## src/rtl/ld_pkg.sv

```systemverilog
// Shared load-op definitions for the load alignment buffer.
// The entry data field is sized for the widest legal data path (64 bits);
// narrower instances zero-fill and ignore the upper half.
package ld_pkg;

    localparam int unsigned OW        = 3;
    localparam int unsigned LD_DW_MAX = 64;

    typedef enum logic [OW-1:0] {
        LB  = 3'd0,
        LBU = 3'd1,
        LH  = 3'd2,
        LHU = 3'd3,
        LW  = 3'd4,
        LWU = 3'd5,
        LD  = 3'd6
    } ld_op_e;

    typedef struct packed {
        logic [LD_DW_MAX-1:0] data;
        logic                 misalign;
    } ld_entry_t;

endpackage

```

## src/rtl/ld_align_buf_if.sv

```systemverilog
// Load-beat producer/consumer bundle for ld_align_buf.
// master: load issuer and result consumer; slave: the buffer itself.
interface ld_align_buf_if #(
    parameter int unsigned DW = 32,
    parameter int unsigned OW = 3
);

    localparam int unsigned AW = $clog2(DW / 8);

    logic          flush;
    logic          in_valid;
    logic          in_ready;
    logic [OW-1:0] in_op;
    logic [AW-1:0] in_addr;
    logic [DW-1:0] in_data;
    logic          out_valid;
    logic          out_ready;
    logic [DW-1:0] out_data;
    logic          out_misalign;

    modport master (
        output flush, in_valid, in_op, in_addr, in_data, out_ready,
        input  in_ready, out_valid, out_data, out_misalign
    );

    modport slave (
        input  flush, in_valid, in_op, in_addr, in_data, out_ready,
        output in_ready, out_valid, out_data, out_misalign
    );

endinterface

```

## src/rtl/ld_extract.sv

```systemverilog
// Combinational load extraction: selects the addressed byte/half/word,
// sign- or zero-extends it and flags misalignment.
// Optional feature macro: LD_ALIGN_CHK_EN (report misalignment on the entry).
module ld_extract #(
    parameter int unsigned DW = 32,
    parameter int unsigned OW = 3,
    localparam int unsigned AW = $clog2(DW / 8)
) (
    input  logic [OW-1:0]     op,
    input  logic [AW-1:0]     addr,
    input  logic [DW-1:0]     data,
    output ld_pkg::ld_entry_t ent
);

    import ld_pkg::*;

    logic [DW-1:0] shifted;
    logic [DW-1:0] res;
    logic          mis;

    // Shift the addressed byte to bit 0, then size/extend per op; a misaligned
    // access always yields zero data. LD uses the shifted word too, which equals
    // the raw word whenever it is aligned.
    always_comb begin
        shifted = data >> {addr, 3'b000};
        res     = '0;
        mis     = 1'b0;
        case (op)
            OW'(LB):  res = DW'($signed(shifted[7:0]));
            OW'(LBU): res = DW'(shifted[7:0]);
            OW'(LH): begin
                mis = addr[0];
                res = DW'($signed(shifted[15:0]));
            end
            OW'(LHU): begin
                mis = addr[0];
                res = DW'(shifted[15:0]);
            end
            OW'(LW): begin
                mis = (addr[1:0] != 2'b00);
                res = DW'($signed(shifted[31:0]));
            end
            OW'(LWU): begin
                mis = (addr[1:0] != 2'b00);
                res = DW'(shifted[31:0]);
            end
            OW'(LD): begin
                if (DW == 64) begin
                    mis = (addr != '0);
                    res = shifted;
                end
            end
            default: ;
        endcase
        if (mis) begin
            res = '0;
        end
`ifdef LD_ALIGN_CHK_EN
        ent.misalign = mis;
`else
        ent.misalign = 1'b0;
`endif
        ent.data = LD_DW_MAX'(res);
    end

endmodule

```

## src/rtl/ld_align_buf.sv

```systemverilog
// Load alignment buffer: extracts/extends each accepted load beat and holds
// the results in a 2-entry FIFO with a registered in_ready.
// Optional feature macro: LD_ALIGN_CHK_EN (passed through ld_extract).
module ld_align_buf #(
    parameter int unsigned DW = 32,
    parameter int unsigned OW = 3
) (
    input logic           clk,
    input logic           rst,
    ld_align_buf_if.slave bus
);

    import ld_pkg::*;

    ld_entry_t  ext_ent;
    ld_entry_t  mem_q [2];
    ld_entry_t  mem_d [2];
    ld_entry_t  head;
    logic       wr_ptr_q, wr_ptr_d;
    logic       rd_ptr_q, rd_ptr_d;
    logic [1:0] cnt_q, cnt_d;
    logic       in_ready_q, in_ready_d;
    logic       out_valid;
    logic       push;
    logic       pop;

    ld_extract #(
        .DW(DW),
        .OW(OW)
    ) u_extract (
        .op  (bus.in_op),
        .addr(bus.in_addr),
        .data(bus.in_data),
        .ent (ext_ent)
    );

    // FIFO next state: flush wins over push/pop; in_ready follows next occupancy.
    always_comb begin
        out_valid = (cnt_q != 2'd0);
        push      = bus.in_valid && in_ready_q;
        pop       = out_valid && bus.out_ready;
        wr_ptr_d  = wr_ptr_q;
        rd_ptr_d  = rd_ptr_q;
        cnt_d     = cnt_q;
        mem_d     = mem_q;
        if (bus.flush) begin
            wr_ptr_d = 1'b0;
            rd_ptr_d = 1'b0;
            cnt_d    = '0;
        end else begin
            if (push) begin
                mem_d[wr_ptr_q] = ext_ent;
                wr_ptr_d        = ~wr_ptr_q;
            end
            if (pop) begin
                rd_ptr_d = ~rd_ptr_q;
            end
            case ({push, pop})
                2'b10:   cnt_d = cnt_q + 2'd1;
                2'b01:   cnt_d = cnt_q - 2'd1;
                default: ;
            endcase
        end
        in_ready_d = (cnt_d < 2'd2);
    end

    // Control state: pointers, occupancy and in_ready, cleared asynchronously.
    always_ff @(posedge clk or posedge rst) begin
        if (rst) begin
            wr_ptr_q   <= 1'b0;
            rd_ptr_q   <= 1'b0;
            cnt_q      <= '0;
            in_ready_q <= 1'b1;
        end else begin
            wr_ptr_q   <= wr_ptr_d;
            rd_ptr_q   <= rd_ptr_d;
            cnt_q      <= cnt_d;
            in_ready_q <= in_ready_d;
        end
    end

    // Entry storage is not reset; outputs are masked while empty.
    always_ff @(posedge clk) begin
        mem_q <= mem_d;
    end

    // Head presentation, zero whenever no entry is held.
    always_comb begin
        head             = mem_q[rd_ptr_q];
        bus.in_ready     = in_ready_q;
        bus.out_valid    = out_valid;
        bus.out_data     = out_valid ? DW'(head.data) : '0;
        bus.out_misalign = out_valid && head.misalign;
    end

endmodule
```

## src/flat_wrapper.sv

```systemverilog
// flat-port wrapper written by rule: the top's interface ports become plain ports
module ld_align_buf_flat import ld_pkg::*;
#(
    parameter int unsigned DW = 32,
    parameter int unsigned OW = 3
)
  (clk, rst, bus_flush, bus_in_valid, bus_in_op, bus_in_addr, bus_in_data, bus_out_ready, bus_in_ready, bus_out_valid, bus_out_data, bus_out_misalign);
  ld_align_buf_if #(.DW(DW), .OW(OW)) bus_i ();
  input logic clk;
  input logic rst;
  input wire logic [$bits(bus_i.flush)-1:0] bus_flush;
  input wire logic [$bits(bus_i.in_valid)-1:0] bus_in_valid;
  input wire logic [$bits(bus_i.in_op)-1:0] bus_in_op;
  input wire logic [$bits(bus_i.in_addr)-1:0] bus_in_addr;
  input wire logic [$bits(bus_i.in_data)-1:0] bus_in_data;
  input wire logic [$bits(bus_i.out_ready)-1:0] bus_out_ready;
  output wire logic [$bits(bus_i.in_ready)-1:0] bus_in_ready;
  output wire logic [$bits(bus_i.out_valid)-1:0] bus_out_valid;
  output wire logic [$bits(bus_i.out_data)-1:0] bus_out_data;
  output wire logic [$bits(bus_i.out_misalign)-1:0] bus_out_misalign;
  assign bus_i.flush = bus_flush;
  assign bus_i.in_valid = bus_in_valid;
  assign bus_i.in_op = bus_in_op;
  assign bus_i.in_addr = bus_in_addr;
  assign bus_i.in_data = bus_in_data;
  assign bus_i.out_ready = bus_out_ready;
  assign bus_in_ready = bus_i.in_ready;
  assign bus_out_valid = bus_i.out_valid;
  assign bus_out_data = bus_i.out_data;
  assign bus_out_misalign = bus_i.out_misalign;
  ld_align_buf #(.DW(DW), .OW(OW)) u_core (.clk(clk), .rst(rst), .bus(bus_i));
endmodule
```

## config.mk

```make
export PLATFORM = sky130hd
export DESIGN_NAME = ld_align_buf_flat
export DESIGN_NICKNAME = d
export VERILOG_FILES = /design/src/rtl/ld_pkg.sv /design/src/rtl/ld_align_buf_if.sv /design/src/rtl/ld_extract.sv /design/src/rtl/ld_align_buf.sv /design/src/flat_wrapper.sv
export SDC_FILE = /design/constraint.sdc
export NUM_CORES = 1
export LEC_CHECK = 0
export ABC_AREA = 1
export CAP_MARGIN = 20
export CORE_MARGIN = 3
export CORE_UTILIZATION = 52
export DETAILED_ROUTE_END_ITERATION = 16
export MAX_ROUTING_LAYER = met4
export PLACE_DENSITY = 0.8
export SETUP_SLACK_MARGIN = 0.1
export SYNTH_ARGS = -nofsm -noshare
export SYNTH_HDL_FRONTEND = slang
export SYNTH_HIERARCHICAL = 1
export SYNTH_SLANG_ARGS = --single-unit
```

## constraint.sdc

```tcl
create_clock -name clk -period 4.8 [get_ports clk]
set_input_delay 0.96 -clock clk [delete_from_list [all_inputs] [get_ports clk]]
set_output_delay 0.96 -clock clk [all_outputs]
set_load 0.05 [all_outputs]
```

==> results by group <==
Setup path
  – CP cell instances: buf_16 -> inv_4 -> nand2_1 -> a21oi_1 -> clkdlybuf4s50_1
  – Max incr delay on CP: 840 ps
  – Req. time, crit path: about 3800 ps
  – Worst-path maximum fanout: 34
  – Cell family with most CP delay: buffers and inverters
  – Worst path bufs/invs: 3
  – Critical path type: reg2out
  – Crit-path slowest cell: clkdlybuf4s50_1
  – CP Capture Type: output port
  – Crit path launch type: flop
  – CP Data Arrival Time: 2570 ps

Detailed routing
  – Met2 WL: 4255 um
  – WL met1: 3858 um
  – WL final: between 8000 and 9000 um
  – Wire per inst: 14.76 um
  – Vias per cell: 5.337
  – Initial drt markers: 324
  – DR top layer: met4
  – Met3 routed WL: 502 um
  – Routed Antenna Nets: 0
  – Drt drc: 0
  – Drt pass-1 iters: 5
  – Via count: 3,186

Timing
  – Setup violations, final: 0
  – Fin. Hold Viols: 0
  – Setup TNS: 0 ps
  – Max transition margin: 43.52%
  – RSZ-0062 raised after global routing: no
  – Least-Margin Pin Slew: 845.2 ps
  – Crit share post-route: between 70% and 80%
  – Max Fclk: 283.1 MHz
  – Final Skew: 13.29 ps
  – Post-route worst setup slack: approximately 1300 ps
  – Fin crit period: around 3500 ps
  – Fin. max-slew vios: 0

Power and ir drop
  – Total power: 0.002353 W
  – Pwr/cell area: 499.1 nW/um^2
  – LEAKAGE: 1.893 nW
  – Worst vdd ir: roughly 0.00021 V

Finish
  – Register Area: 2108 um^2
  – Area Growth Syn to Fin: 25.89%
  – Multi-input logic area: ~1400 um^2
  – Proportion of layout cells with a drive suffix above 1: under 10%
  – Final net count: 540
  – Fin util: 68.26%
  – # fillers: 542
  – Ant diodes: 0

Yosys
  – Yosys warns: 6
  – Synth Cell Area: 3745 um^2
  – Synth Area per Inst: around 8.7 um^2
  – Cells after Synth: 432
  – Syn_nets: around 480

CTS
  – CTS sink cnt: 71
  – Clk slew on worst S/H paths: 80 ps
  – Clock buffer depth: 2
  – CTS tree: done
  – CTS buffer count: 9
  – Post-CTS Setup Inserts: 0
  – Worst skew pair latency: 340 ps
  – CTS Root Cell: clkbuf_8
  – Cts repair resizes: 0
  – Post-CTS Hold Buffers: 0
  – CTS H-tree depth: 3

Place
  – PortBufs: 76
  – Hpwl dp: 6067 um
  – Pre-CTS setup slack: 1175 ps
  – RD Place Congestion: just under 1

Die
  – Initial Util: 54.22%
  – Die Width: about 90 um
  – Chip Height: 90.86 um
  – Floorplan row count: 30
  – I/O Pins: 77
  – Core Box Area: just under 7000 um^2
  – Full die area: 8256 um^2

Hold path
  – Hold/Removal Path Class: reg2reg

Global route
  – Vias in the first global route: 3,085
  – Total GRT Usage: 22.82%
  – Pin count of the biggest net entering global routing: 36
  – Initial antenna violation count: 0
  – First-pass GRT wire length: 14,750 um
  – GR Overflow Total: 0

Outcome
  – Status: complete, no violations

Job
  – Max_cap viols: 0
[state kept, by name, summed over array words and instances (netlist names)]
| register | flops |
|---|---|
| u_core/wr_ptr_q | 1 |
| u_core/mem_q | 66 |
| u_core/cnt_q | 2 |
| u_core/rd_ptr_q | 1 |
| u_core/bus.in_ready | 1 |
[cells in the final DEF (no fill, tap or decap)]
| cell type | n |
|---|---|
| a21oi_1 | 41 |
| nor2_1 | 53 |
| clkinv_2 | 1 |
| inv_6 | 1 |
| inv_4 | 1 |
| o21bai_1 | 1 |
| clkdlybuf4s50_1 | 76 |
| o21ai_0 | 17 |
| nor3_1 | 2 |
| buf_4 | 2 |
| nand2_1 | 152 |
| edfxtp_1 | 66 |
| nor2_2 | 1 |
| conb_1 | 1 |
| nor2_4 | 2 |
| buf_16 | 1 |
| nor3_2 | 1 |
| nand3_1 | 23 |
| a21oi_4 | 1 |
| clkbuf_8 | 12 |
| inv_2 | 3 |
| ha_1 | 2 |
| bufinv_16 | 1 |
| or2_1 | 1 |
| clkinvlp_4 | 1 |
| dfrtp_1 | 4 |
| dfstp_2 | 1 |
| o21ai_2 | 1 |
| o211ai_1 | 7 |
| nand3_2 | 1 |
| nand4_1 | 1 |
| nand2_2 | 1 |
| inv_1 | 22 |
[area by class of cell]
class                           instances  area share (%)
Clock buffer                           12           3.503
Clock inverter                          4           1.088
Inverter                               26           2.123
Multi-Input combinational cell        309           28.98
Sequential cell                        71           44.72
Tap cell                               96           2.548
Timing Repair Buffer                   79           17.04
[tightest hold or removal path: cells and delay by family (launching register included)]
kind / cells / cell delay [ps]
flops: 1 / 350
simple gates: 2 / 130
[final timing paths]
kind                       slack [ps]            start  cells after the start             endpoint
hold reg to reg                   510  u_core/wr_ptr_q                      2      u_core/wr_ptr_q
setup reg to reg                 2790  u_core/cnt_q[1]                      8      u_core/cnt_q[1]
max in group asynchronous        3740              rst                      2  u_core/bus.in_ready
hold / removal                    510  u_core/wr_ptr_q                      2      u_core/wr_ptr_q
min in group asynchronous         810              rst                      2      u_core/cnt_q[0]
setup / recovery                 1270  u_core/rd_ptr_q                      5     bus_out_data[30]
[routing by layer]
layer | vias to the layer above | GRT usage, %
met5 | - | -
met4 | 0 | 8.920
met3 | 22 | 3.917
met2 | 124 | 35.76
met1 | 1486 | 29.85
li1 | 1554 | -
[stage by stage]
stage | cell area [um^2] | instances | hold WS (ps)
floorplan | 3745 | 432 | 476.5
global placement | 4471 | 580 | 493.6
detailed placement | 4471 | 580 | 495.2
CTS | 4687 | 596 | 515.2
global route | 4715 | 597 | 546.2
finish | 4715 | 597 | 512.8
[where the power goes]
group          internal [W]  switching (W)  leakage [nW]
combinational      0.000321       0.000744          1.10
clock              0.000284       0.000223         0.109
sequential         0.000749      0.0000326         0.683
total               0.00135        0.00100          1.89
Power figures use the tool's default switching activity.
